### src/rtl/rom_reader_pkg.sv
// rom_reader_pkg: phase encodings, chip codes and access-delay lookup for the ROM reader.
// Latency: n/a (types and constant functions only).
// Backpressure: n/a.
package rom_reader_pkg;

   // Phase code doubles as the registered operation output, so values are one-hot (IDLE = 0).
   typedef enum logic [3:0] {
      ST_IDLE      = 4'b0000,
      ST_LOAD_ADDR = 4'b0001,
      ST_WAIT      = 4'b0010,
      ST_READ      = 4'b0100,
      ST_OUTPUT    = 4'b1000
   } state_t;

   // Chip codes: 3601 is the fast part, anything else gets the slow access window.
   localparam int CHIP_3601  = 0;
   localparam int DELAY_3601 = 2;
   localparam int DELAY_SLOW = 4;

   // Cycles to wait between the last address bit and the first data bit.
   function automatic int access_delay(input int chip);
      return (chip == CHIP_3601) ? DELAY_3601 : DELAY_SLOW;
   endfunction

   // Largest of three phase lengths, used to size the shared phase counter.
   function automatic int max3(input int a, input int b, input int c);
      int m;
      m = (a > b) ? a : b;
      return (m > c) ? m : c;
   endfunction

endpackage

### src/rtl/rom_reader_shifter.sv
// rom_reader_shifter: generic parallel-load / serial shift register, MSB out, serial in at LSB.
// Latency: one cycle per load or shift; o_par_nxt shows the value the next edge will store.
// Backpressure: none; load has priority over shift, register holds when neither is asserted.
module rom_reader_shifter #(
   parameter int WIDTH = 8
) (
   input  logic             i_clk,
   input  logic             i_reset_n,
   input  logic             i_load,
   input  logic [WIDTH-1:0] i_par_dat,
   input  logic             i_shift,
   input  logic             i_ser_dat,
   output logic [WIDTH-1:0] o_par_nxt,
   output logic             o_ser_dat
);

   logic [WIDTH-1:0] r_sr;
   logic [WIDTH-1:0] w_shifted;
   logic [WIDTH-1:0] w_nxt;

   // A one-bit register has no upper slice to keep, so it simply takes the serial bit.
   generate
      if (WIDTH == 1) begin : g_w1
         assign w_shifted = i_ser_dat;
      end else begin : g_wn
         assign w_shifted = {r_sr[WIDTH-2:0], i_ser_dat};
      end
   endgenerate

   // Next-value select: parallel load wins over a shift.
   always_comb begin
      w_nxt = r_sr;
      if (i_load) begin
         w_nxt = i_par_dat;
      end else if (i_shift) begin
         w_nxt = w_shifted;
      end
   end

   // Shift register storage, cleared on reset.
   always_ff @(posedge i_clk or negedge i_reset_n) begin
      if (!i_reset_n) begin
         r_sr <= '0;
      end else begin
         r_sr <= w_nxt;
      end
   end

   assign o_par_nxt = w_nxt;
   assign o_ser_dat = r_sr[WIDTH-1];

endmodule

### src/rtl/rom_reader.sv
// rom_reader: steps a ROM address on button edges, shifts it out, waits, shifts data in, replays it.
// Latency: ADDRESS_WIDTH + access delay + 2*DATA_WIDTH cycles from LOAD_ADDR entry to IDLE (18 by default).
// Backpressure: none; request edges seen outside IDLE are dropped, never queued.
module rom_reader
   import rom_reader_pkg::*;
#(
   parameter int DATA_WIDTH    = 4,
   parameter int ADDRESS_WIDTH = 8,
   parameter int SELECTED_CHIP = CHIP_3601
) (
   input  logic       clk,
   input  logic       reset_n,
   input  logic       increment_address,
   input  logic       decrement_address,
   input  logic       data_line_in,
   output logic [3:0] operation,
   output logic       address_line,
   output logic       data_line
);

   localparam int WAIT_CYCLES = access_delay(SELECTED_CHIP);
   localparam int CNT_W       = $clog2(max3(ADDRESS_WIDTH, DATA_WIDTH, WAIT_CYCLES) + 1);

   localparam logic [CNT_W-1:0] LAST_ADDR = CNT_W'(ADDRESS_WIDTH - 1);
   localparam logic [CNT_W-1:0] LAST_WAIT = CNT_W'(WAIT_CYCLES - 1);
   localparam logic [CNT_W-1:0] LAST_DATA = CNT_W'(DATA_WIDTH - 1);

   state_t                   r_state;
   logic [CNT_W-1:0]         r_cnt;
   logic [ADDRESS_WIDTH-1:0] r_addr;
   logic                     r_inc_q;
   logic                     r_dec_q;

   logic                     w_inc_rise;
   logic                     w_dec_rise;
   logic                     w_step;
   logic [ADDRESS_WIDTH-1:0] w_addr_next;
   logic                     w_read_last;
   logic [DATA_WIDTH-1:0]    w_captured;
   logic [ADDRESS_WIDTH-1:0] w_unused_addr_nxt;
   logic                     w_unused_data_msb;
   logic [DATA_WIDTH-1:0]    w_unused_out_nxt;

   // A step needs exactly one fresh rising edge while idle; simultaneous edges cancel out.
   assign w_inc_rise  = increment_address & ~r_inc_q;
   assign w_dec_rise  = decrement_address & ~r_dec_q;
   assign w_step      = (r_state == ST_IDLE) & (w_inc_rise ^ w_dec_rise);
   assign w_addr_next = w_inc_rise ? (r_addr + ADDRESS_WIDTH'(1)) : (r_addr - ADDRESS_WIDTH'(1));
   assign w_read_last = (r_state == ST_READ) && (r_cnt == LAST_DATA);

   // Phase sequencer, address counter and request edge detectors.
   always_ff @(posedge clk or negedge reset_n) begin
      if (!reset_n) begin
         r_state <= ST_LOAD_ADDR;
         r_cnt   <= '0;
         r_addr  <= '0;
         r_inc_q <= 1'b0;
         r_dec_q <= 1'b0;
      end else begin
         r_inc_q <= increment_address;
         r_dec_q <= decrement_address;
         case (r_state)
            ST_IDLE: begin
               if (w_step) begin
                  r_addr  <= w_addr_next;
                  r_cnt   <= '0;
                  r_state <= ST_LOAD_ADDR;
               end
            end
            ST_LOAD_ADDR: begin
               if (r_cnt == LAST_ADDR) begin
                  r_cnt   <= '0;
                  r_state <= ST_WAIT;
               end else begin
                  r_cnt <= r_cnt + CNT_W'(1);
               end
            end
            ST_WAIT: begin
               if (r_cnt == LAST_WAIT) begin
                  r_cnt   <= '0;
                  r_state <= ST_READ;
               end else begin
                  r_cnt <= r_cnt + CNT_W'(1);
               end
            end
            ST_READ: begin
               if (r_cnt == LAST_DATA) begin
                  r_cnt   <= '0;
                  r_state <= ST_OUTPUT;
               end else begin
                  r_cnt <= r_cnt + CNT_W'(1);
               end
            end
            ST_OUTPUT: begin
               if (r_cnt == LAST_DATA) begin
                  r_cnt   <= '0;
                  r_state <= ST_IDLE;
               end else begin
                  r_cnt <= r_cnt + CNT_W'(1);
               end
            end
            default: begin
               r_cnt   <= '0;
               r_state <= ST_IDLE;
            end
         endcase
      end
   end

   assign operation = r_state;

   // Address out: loaded with the new address on the step edge so its MSB is on the line in the
   // first LOAD_ADDR cycle; zeros shift in behind, so the line idles low once all bits are out.
   // After reset the register is zero, which is exactly address 0 ready to send.
   rom_reader_shifter #(
      .WIDTH(ADDRESS_WIDTH)
   ) u_addr_out (
      .i_clk     (clk),
      .i_reset_n (reset_n),
      .i_load    (w_step),
      .i_par_dat (w_addr_next),
      .i_shift   (r_state == ST_LOAD_ADDR),
      .i_ser_dat (1'b0),
      .o_par_nxt (w_unused_addr_nxt),
      .o_ser_dat (address_line)
   );

   // Data in: the captured word, holding its value until the next READ phase.
   rom_reader_shifter #(
      .WIDTH(DATA_WIDTH)
   ) u_data_in (
      .i_clk     (clk),
      .i_reset_n (reset_n),
      .i_load    (1'b0),
      .i_par_dat ({DATA_WIDTH{1'b0}}),
      .i_shift   (r_state == ST_READ),
      .i_ser_dat (data_line_in),
      .o_par_nxt (w_captured),
      .o_ser_dat (w_unused_data_msb)
   );

   // Data out: takes the word including the bit captured on the final READ edge, then drains
   // MSB first with zero fill so the line is low outside OUTPUT.
   rom_reader_shifter #(
      .WIDTH(DATA_WIDTH)
   ) u_data_out (
      .i_clk     (clk),
      .i_reset_n (reset_n),
      .i_load    (w_read_last),
      .i_par_dat (w_captured),
      .i_shift   (r_state == ST_OUTPUT),
      .i_ser_dat (1'b0),
      .o_par_nxt (w_unused_out_nxt),
      .o_ser_dat (data_line)
   );

endmodule

### config.mk
export PLATFORM = sky130hd
export DESIGN_NAME = rom_reader
export DESIGN_NICKNAME = d
export VERILOG_FILES = /design/src/rtl/rom_reader_pkg.sv /design/src/rtl/rom_reader_shifter.sv /design/src/rtl/rom_reader.sv
export SDC_FILE = /design/constraint.sdc
export NUM_CORES = 1
export LEC_CHECK = 0
export CORE_UTILIZATION = 30
export CTS_BUF_LIST = sky130_fd_sc_hd__clkbuf_8
export CTS_CLUSTER_SIZE = 25
export DETAILED_ROUTE_END_ITERATION = 10
export HOLD_SLACK_MARGIN = 0.08
export PLACE_DENSITY = 0.48
export SYNTH_ARGS = -nofsm -noshare
export SYNTH_HDL_FRONTEND = slang
export SYNTH_SLANG_ARGS = --single-unit
### constraint.sdc
create_clock -name clk -period 3 [get_ports clk]
set_clock_uncertainty 0.2 [all_clocks]
set_input_delay 0.6 -clock clk [delete_from_list [all_inputs] [get_ports clk]]
set_output_delay 0.6 -clock clk [all_outputs]
set_load 0.05 [all_outputs]
==> impl_metrics.json <==
{
  "drive_gt1_share_pct": 15.2,
  "vias": 1373,
  "slowest_stage": "clkdlybuf4s50_1",
  "p_leak_uw": 0.000903,
  "synthesis.area_um2": 1790,
  "fin_crit_sh_pct": 90.9,
  "cp_top_family": "compound AO/OA/AOI/OAI gates",
  "synth.area.top_cells": "dfrtp_1 45%, nand2_1 6.1%, ha_1 4.9%, xnor2_1 4.4%, o21ai_0 3.9%",
  "syn_avg_cell_area_um2": 9.57,
  "antenna_left": 0,
  "cts_buffer_depth": 2,
  "crit_path_end_kind": "flip-flop",
  "ctsHoldBuffers": 0,
  "synthTopCellsByCount": "32 x dfrtp_1, 29 x nand2_1, 15 x nor2_1, 14 x o21ai_0, 10 x a21oi_1",
  "synth_top_cell_by_area": "dfrtp_1",
  "worstHoldPathType": "flip-flop to flip-flop",
  "syn_to_final_growth_pct": 19.7,
  "worst_setup_path_start_kind": "input pin",
  "peakVddDrop_mv": 0.393,
  "drt_wl_total_um": 3550,
  "tightest_slew_ns": 0.525,
  "status": "completed",
  "finalSetupViolations": 0,
  "stdcell_area_um2": 2140,
  "synthDistinctLibCells": 42,
  "synthFlopType": "dfrtp_1",
  "n_antenna_cell": 0,
  "crit_chain": "clkdlybuf4s50_1, nor2b_2, inv_2, ha_1, a21oi_1, nand2_1, a221o_1, o21a_1, a211oi_1",
  "grt_usage_pct": 12.9,
  "io_pins": 11,
  "synth.ff_latch_count": 33,
  "path_class": "input pin to flip-flop",
  "place_inst": 275,
  "p_per_area_nw_per_um2": 1060,
  "synth_enable_flop_cells": 0,
  "clkPwrFrac_pct": 16.5,
  "antenna_found_initial": 0,
  "grt_max_degree": 34,
  "yosys.area.top_type_share_pct": 44.8,
  "die_x_um": 79.2,
  "initial_core_util_pct": 31.7,
  "clock-sinks": 33,
  "synthCells": 187,
  "setup_tns_ns": 0,
  "grt_pass1_vias": 1374,
  "slew_violations": 0,
  "clock-root-buffer": "clkbuf_8",
  "grt_overflow": 0,
  "required_ns": 2.99,
  "cp_max_fo": 5,
  "path_buf_inv": 2,
  "internal-power_uw": 1330,
  "clkTransAtPathRegs_ns": 0.07,
  "nets": 222,
  "cap_violations": 0,
  "ys.warnings.count": 0,
  "final_util_pct": 37.9,
  "htreeDepth": 2,
  "switching_share_pct": 41.2,
  "wl_per_cell_um": 12.5,
  "dpl.hpwl_um": 2510,
  "drc": 0,
  "synth_most_common_cell": "dfrtp_1",
  "arrival_ns": 2.71,
  "final_cells": 283,
  "drt_iter0_drc": 74,
  "clock_latency_ns": 0.28,
  "coreArea_um2": 5640,
  "relSlewSlack_pct": 64.5,
  "final_hold_viol_count": 0,
  "timing.fmax_mhz": 367,
  "post-route-min-period_ns": 2.73,
  "dpl_cell_area_um2": 2040,
  "grt_pass1_wl_um": 6310,
  "numCtsBuffers": 5,
  "io_buffers": 10,
  "switchingPower_uw": 931,
  "async_reset_ff_share_pct": 100,
  "drt-pass1-iter-count": 4,
  "postCtsSetupRepairBufs": 0,
  "comb_power_share_pct": 48.1,
  "gp_congestion": 0.818,
  "die-area_um2": 6280,
  "synthesis.nets": 199,
  "crit_path_max_incr_delay_ns": 0.46,
  "rsz0062_at_grt": "no",
  "rows": 27,
  "via_per_inst": 4.85,
  "cts_tree": "built",
  "die_y_um": 79.2,
  "power_frac_seq_pct": 35.5,
  "yosysSeqAreaShare_pct": 46.2
}
worst register-to-register path: stages, from the launching register on:
cell and delay, ns:
dfrtp_1 0.37, nor2b_2 0.16, inv_2 0.07, ha_1 0.33, a21oi_1 0.18, nand2_1 0.11, a221o_1 0.37, o21a_1 0.20
a211oi_1 0.19
registers in the layout, summed over array words and instances (netlist names):
register,flops
r_cnt,4
r_inc_q,1
u_data_in.r_sr,3
u_data_out.r_sr,4
r_addr,8
r_dec_q,1
u_addr_out.r_sr,8
operation,4
cell families after synthesis:
group,Yosys count,share of synthesized area [%]
mux,9,5.31
buf+inv,10,2.66
xor+xnor,11,5.39
flops,33,46.2
compound gates,43,15.0
simple gates,74,20.6
fa+ha+maj,7,4.89
cell usage in the layout, fill, tap and decap left out, types with 2 or more instances in the layout:
cell / n
nand3b_1: 2
ha_1: 7
dfrtp_1: 32
nor2b_1: 4
clkdlybuf4s50_1: 10
a21o_1: 2
a2bb2oi_1: 2
a31oi_1: 4
a211oi_1: 3
nand3_1: 5
xnor2_1: 9
nor3_1: 8
mux2i_1: 5
nor4b_2: 2
clkbuf_8: 7
o21ai_0: 14
nor2_1: 15
xor2_1: 2
inv_1: 3
buf_4: 12
nand2_1: 29
mux2_2: 4
a21oi_1: 10
stage by stage:
step	setup WS, ns	hold WS, ns	power, uW
after floorplan	0.468	0.104	1610
final	0.272	0.300	2260
after global routing	0.0468	0.324	2470
after detailed placement	-0.118	0.290	1910
after CTS	0.183	0.301	2290
after global placement	-0.0645	0.281	1910
cell type report:
| cell class | instances | area [um^2] |
|---|---|---|
| Inverter | 4 | 15.0 |
| Fill cell | 565 | 3500 |
| Clock inverter | 1 | 5.00 |
| Multi-Input combinational cell | 144 | 917 |
| Clock buffer | 7 | 96.3 |
| Tap cell | 72 | 90.1 |
| Sequential cell | 33 | 827 |
| Timing Repair Buffer | 22 | 190 |
per-layer routing:
layer	track usage [%]	vias to the layer above	share of wire, %
li1	-	711	-
met1	16.6	641	52
met2	20.9	16	44
met3	3.10	5	2.8
met4	4.91	0	1.2
met5	0	-	0
power groups by stage:
stage | sequential, uW | combinational [uW] | clock, uW
after floorplan | 850 | 756 | 0
after global placement | 812 | 1090 | 0
after detailed placement | 809 | 1100 | 0
after CTS | 802 | 1100 | 391
after global routing | 835 | 1230 | 409
final | 802 | 1090 | 373
timing repair:
action / CTS / global route
endpoints found under the setup margin: 0 / 2
resized for setup: 0 / 1
hold endpoints to repair: 0 / 0
worst paths after layout:
check / from / endpoint / slack [ns] / depth (start not counted)
max in group asynchronous: reset_n / operation[0] / 1.74 / 2
min: r_addr[7] / r_addr[7] / 0.30 / 1
max reg2reg: r_inc_q / u_addr_out.r_sr[7] / 0.71 / 8
min in group asynchronous: reset_n / r_cnt[0] / 0.53 / 2
max: increment_address / u_addr_out.r_sr[7] / 0.27 / 9
min reg2reg: r_addr[7] / r_addr[7] / 0.30 / 1
Note: power is estimated with default switching activity, not from simulation.
